`src/rtl/quad_decoder.sv`:
```
// rtl/quad_decoder.sv - quadrature decoder with synchronizer, arming delay, loadable counter and sticky error
module quad_decoder #(
  parameter int WIDTH = 8
) (
  input  logic             clk,
  input  logic             reset,
  input  logic             a_in,
  input  logic             b_in,
  input  logic             load,
  input  logic [WIDTH-1:0] data,
  input  logic             clear_err,
  output logic [WIDTH-1:0] count,
  output logic             dir,
  output logic             step,
  output logic             err
);

  localparam logic [WIDTH-1:0] ONE = {{(WIDTH-1){1'b0}}, 1'b1};

  logic [1:0]       s1_q, s2_q, p_q;
  logic [1:0]       arm_q, arm_d;
  logic [WIDTH-1:0] count_q, count_d;
  logic             dir_q, dir_d;
  logic             step_q, step_d;
  logic             err_q, err_d;

  logic dec_en, is_up, is_dn, is_bad;

  always_comb begin
    is_up = 1'b0;
    is_dn = 1'b0;
    case ({p_q, s2_q})
      4'b00_01, 4'b01_11, 4'b11_10, 4'b10_00: is_up = 1'b1;
      4'b00_10, 4'b10_11, 4'b11_01, 4'b01_00: is_dn = 1'b1;
      default: ;
    endcase
    is_bad = ((p_q ^ s2_q) == 2'b11);
    // Decode stays off until the synchronizer and p hold real input samples.
    dec_en = (arm_q == 2'd3);
  end

  always_comb begin
    arm_d   = (arm_q == 2'd3) ? arm_q : arm_q + 2'd1;
    count_d = count_q;
    dir_d   = dir_q;
    step_d  = 1'b0;
    err_d   = err_q;

    if (dec_en && (is_up || is_dn)) begin
      dir_d = is_up;
    end

    // Set wins over clear when both happen in one cycle.
    if (dec_en && is_bad) begin
      err_d = 1'b1;
    end else if (clear_err) begin
      err_d = 1'b0;
    end

    if (load) begin
      count_d = data;
    end else if (dec_en && is_up) begin
      count_d = count_q + ONE;
      step_d  = 1'b1;
    end else if (dec_en && is_dn) begin
      count_d = count_q - ONE;
      step_d  = 1'b1;
    end
  end

  always_ff @(posedge clk) begin
    if (reset) begin
      s1_q    <= 2'b00;
      s2_q    <= 2'b00;
      p_q     <= 2'b00;
      arm_q   <= 2'd0;
      count_q <= '0;
      dir_q   <= 1'b0;
      step_q  <= 1'b0;
      err_q   <= 1'b0;
    end else begin
      s1_q    <= {a_in, b_in};
      s2_q    <= s1_q;
      p_q     <= s2_q;
      arm_q   <= arm_d;
      count_q <= count_d;
      dir_q   <= dir_d;
      step_q  <= step_d;
      err_q   <= err_d;
    end
  end

  assign count = count_q;
  assign dir   = dir_q;
  assign step  = step_q;
  assign err   = err_q;

endmodule

```
`config.mk`:
```
export PLATFORM = sky130hd
export DESIGN_NAME = quad_decoder
export DESIGN_NICKNAME = d
export VERILOG_FILES = /design/src/rtl/quad_decoder.sv
export SDC_FILE = /design/constraint.sdc
export NUM_CORES = 1
export LEC_CHECK = 0
export BUFFER_PORTS_ARGS = -buffer_cell sky130_fd_sc_hd__buf_2
export CAP_MARGIN = 20
export CORE_AREA = 2 2 49 51
export DETAILED_ROUTE_END_ITERATION = 10
export DIE_AREA = 0 0 51 53
export GPL_TIMING_DRIVEN = 0
export HOLD_SLACK_MARGIN = 0.1
export PLACE_DENSITY = 0.73
export SETUP_SLACK_MARGIN = 0.2
export SLEW_MARGIN = 20
export SYNTH_ARGS = -nofsm -noshare
export SYNTH_HDL_FRONTEND = slang
export SYNTH_SLANG_ARGS = --single-unit
export TNS_END_PERCENT = 10
```
`constraint.sdc`:
```
create_clock -name clk -period 3.5 [get_ports clk]
set_input_delay 0.525 -clock clk [delete_from_list [all_inputs] [get_ports clk]]
set_output_delay 0.525 -clock clk [all_outputs]
set_load 0.03 [all_outputs]
```
# Word-level counts from Yosys, hierarchy flattened
# Cells that the tools add are included.
# classes
addsub	3
eq_ne	10
muxes	9
n_bitwise	1
n_reduce_logical	10
# op_table
op	n
two-way mux 8 bit	3
== test 4 bit (second input constant)	4
adder 8 x 1 -> 8 bit (second input constant)	1
== test 4 x 3 -> 1 bit (second input constant)	2
OR reduction 4 bit	2
subtractor 8 x 1 -> 8 bit (second input constant)	1
two-way mux 1 bit	6
== test 2 bit (second input constant)	2
== test 4 x 1 -> 1 bit (second input constant)	1
== test 4 x 2 -> 1 bit (second input constant)	1
logical AND 1 bit	4
nonzero test 3 bit	1
adder 2 x 1 -> 2 bit (second input constant)	1
nonzero test 2 bit	1
OR reduction 2 bit	1
XOR 2 bit	1
logical OR 1 bit	1
# word_totals
register_bits	19
input_bits	14
out_inout_bits	11
word_cells	41

# Longest topological paths before layout
# depth
word_depth	7
ltp_mapped	9
ltp_nobuf	8

# Worst setup path after synthesis
# No wires, ideal clock.
# synth_path
path_type	reg-to-reg
startpoint	register p_q[0]
endpoint	register count_q[6], in the netlist count[6]
setup_time_ns	0.119
t_arrival_ns	2.345
t_required_ns	3.381
path_slack_ns	1.036
stages_incl_launch_ff	9
n_path_buf	0
period_less_slack_ns	2.464
cell_sequence	dfxtp_1 xnor2_1 nand3_1 fa_1 a21o_1 a311o_1 a21oi_1 xor2_1 o21ai_2
# synth_via
elab_chain_len	6
word_cells_on_any_way	17
cone_classes	eq/ne (8); mux (4); reduce/logical (5)
# synth_rtl
element	line_no	text
from (decl)	20	logic [1:0] s1_q, s2_q, p_q;
from (signal assigned)	84	p_q <= s2_q;
== test 4 x 1 -> 1 bit (tied with other cells)	32	case ({p_q, s2_q})
OR reduction 4 bit	32	
two-way mux 1 bit	32	
logical AND 1 bit	62	end else if (dec_en && is_up) begin
two-way mux 8 bit	62	
two-way mux 8 bit	60	if (load) begin
to (signal assigned)	86	count_q <= count_d;
to (decl)	22	logic [WIDTH-1:0] count_q, count_d;
# Parallel ways exist; a longest one is shown, timed or not.
# A chain may end at the register's enable or synchronous reset.

# Worst setup path in the final report
# Same ends and word-level chain as after synthesis.

==> results.toml <==
[drt]
drt_iter0_markers = 6
vias = 886
drt_first_pass_iters = 4
wl_um = 2070
antenna_left = 0
wl_per_cell_um = 12.2
drc_errors = 0
via_per_inst = 5.21

[timing]
skew_ns = 0.00407
finalHoldViolCount = 0
setup_tns_ns = 0
rsz0062_at_grt = "false"
setup_viol = 0
worst_pin_slew_ns = 0.570
slew_headroom = 0.620
layout_min_cycle_time_ns = 2.76
fin_crit_sh = 0.789
fmax_mhz = 362
report.final.slew_viol_count = 0

[global_route]
first_global_vias = 815
grt_pass1_wl_um = 3540
antenna_found_initial = 0
grt_usage = 0.177
gr-total-overflow = 0
grt_max_degree = 12

[floorplan]
start_util = 0.511
io_pins = 25
fp-row-count = 17
die_x_um = 51
die_area_mm2 = 0.00270
fp.dieH_um = 53
coreArea_mm2 = 0.00215

[cts]
clkTransAtPathRegs_ns = 0.11
holdBufCountCts = 0
htree_levels = 1
cts_max_path_buffers = 2
postCtsSetupRepairBufs = 0
cts-root-buf = "clkbuf_4"
tritoncts = "yes"
numClockSinks = 19
ctsResizeCount = 0
cts_buffers = 3
clk_latency_ns = 0.30

[synth]
synth_cell_types = 40
ys_seq_area_frac = 0.347
netlist_area_mm2 = 0.00110
yosysWarningCount = 0
syn_area_per_cell_um2 = 9.54
synth_seq_cells = 19
synth_cells = 115
synth_edf_count = 0
ys_async_sr_fraction = 0
synth_ff_type = "dfxtp_1"
synthesis.nets = 138

[power_and_ir_drop]
total_power_mw = 0.498
vdd_drop_max_uv = 236
p_leak_nw = 0.565
power.density_mw_per_mm2 = 390

[layout]
syn2layout_area_growth_pct = 16.2
fin_nets = 166
layout_commonest_cell = "buf_2"
seqCellArea_um2 = 380
stdcell_area_mm2 = 0.00127
fillers = 210
layout-drive-gt1-share = 0.296
antenna_cells = 0
multiInputGateArea_um2 = 686
final_cell_mix = "24 x buf_2, 19 x dfxtp_1, 10 x nor2_1, 8 x ha_1, 7 x a21oi_1"

[placement]
place_area_mm2 = 0.00125
port_buffers = 23
dp_hpwl_um = 1600
gp_congestion = 0.788

[setup_path]
cp_max_fo = 9
cp_data_required_time_ns = 3.70
cp-start-kind = "register"
crit_arrival_ns = 2.96
path_cells = "xnor2_1 > nand3_1 > fa_1 > a21o_1 > a311o_1 > a21oi_1 > xor2_1 > o21ai_2"
crit_slowest_cell = "fa_1"
end_kind = "register"
slowest_delay_ns = 0.55
critical_path_class = "register to register"

[worst_hold_path]
min_path_type = "primary input to register"

[job]
maxCapViolCount = 0

[outcome]
status = "complete, no violations"
==> worst max-delay path: cells and delay by family (launching register included) <==
kind	cells	cell delay, ns
adders and majority gates	1	0.55
and+or+nand+nor	1	0.42
DFF	1	0.35
AOI/OAI and AO/OA	4	0.80
xor gates and xnor gates	2	0.55
==> flip-flops by register name, indices dropped and copies added (netlist names) <==
signal,flops
count,8
arm_q,2
p_q,2
s1_q,2
s2_q,2
dir,1
err,1
step,1
==> routing by layer <==
metal	track usage	part of all wire
met5	0	0
met3	0.0452	0.050
met4	0.0631	0.010
met1	0.225	0.49
met2	0.290	0.45
==> cells by family (layout without fill, tap and decap cells) <==
logic type / count (synthesis) / count (layout) / share of synthesized area
xor gates and xnor gates: 13 / 13 / 0.117
adders and majority gates: 9 / 9 / 0.109
muxes: 2 / 2 / 0.0182
and+or+nand+nor: 34 / 34 / 0.173
DFF: 19 / 19 / 0.347
AOI/OAI and AO/OA: 30 / 30 / 0.206
buffers and inverters: 8 / 35 / 0.0285
==> stage by stage <==
step	instances	setup slack, ns	util	hold slack (ns)
after floorplan	115	1.04	-	0.414
after global placement	166	0.783	0.581	0.416
after detailed placement	166	0.751	0.581	0.429
after CTS	170	0.726	0.593	0.417
after global routing	170	0.586	0.593	0.422
final	170	0.737	0.593	0.422
==> layout make-up <==
class / count / share of cell area
Multi-Input combinational cell: 88 / 0.538
Sequential cell: 19 / 0.298
Timing Repair Buffer: 23 / 0.0903
Tap cell: 28 / 0.0275
Clock buffer: 3 / 0.0177
Buffer: 4 / 0.0128
Inverter: 4 / 0.0118
Clock inverter: 1 / 0.00393
==> cells in the mapped netlist (2+ instances only) <==
library cell,number,share of area
a211oi_1,3,0.021
a21o_1,3,0.021
a21oi_1,7,0.032
a311oi_2,2,0.027
and2_1,2,0.011
clkbuf_1,2,0.0068
dfxtp_1,19,0.35
ha_1,8,0.091
inv_1,3,0.010
mux2i_1,2,0.018
nand2_1,4,0.014
nand2_2,2,0.011
nor2_1,10,0.034
nor2b_1,6,0.034
nor3_1,2,0.0091
nor3b_1,2,0.014
o21ai_0,4,0.018
o21ai_2,2,0.016
xnor2_1,6,0.048
xor2_1,5,0.040
xor2_2,2,0.030
==> worst paths after layout <==
path	from	endpoint	slack, ns	cells past startpoint
min reg2reg	s1_q[1]$_SDFF_PP0_	s2_q[1]$_SDFF_PP0_	0.45	1
min	b_in	s1_q[0]$_SDFF_PP0_	0.42	2
max	p_q[0]$_SDFF_PP0_	count[6]$_SDFFE_PP0P_	0.74	8
max reg2reg	p_q[0]$_SDFF_PP0_	count[6]$_SDFFE_PP0P_	0.74	8
==> report_power, final <==
part           switching, mW  internal (mW)
combinational         0.0787         0.0614
clock                 0.0702         0.0426
sequential            0.0126          0.232
Power figures use the tool's default switching activity.
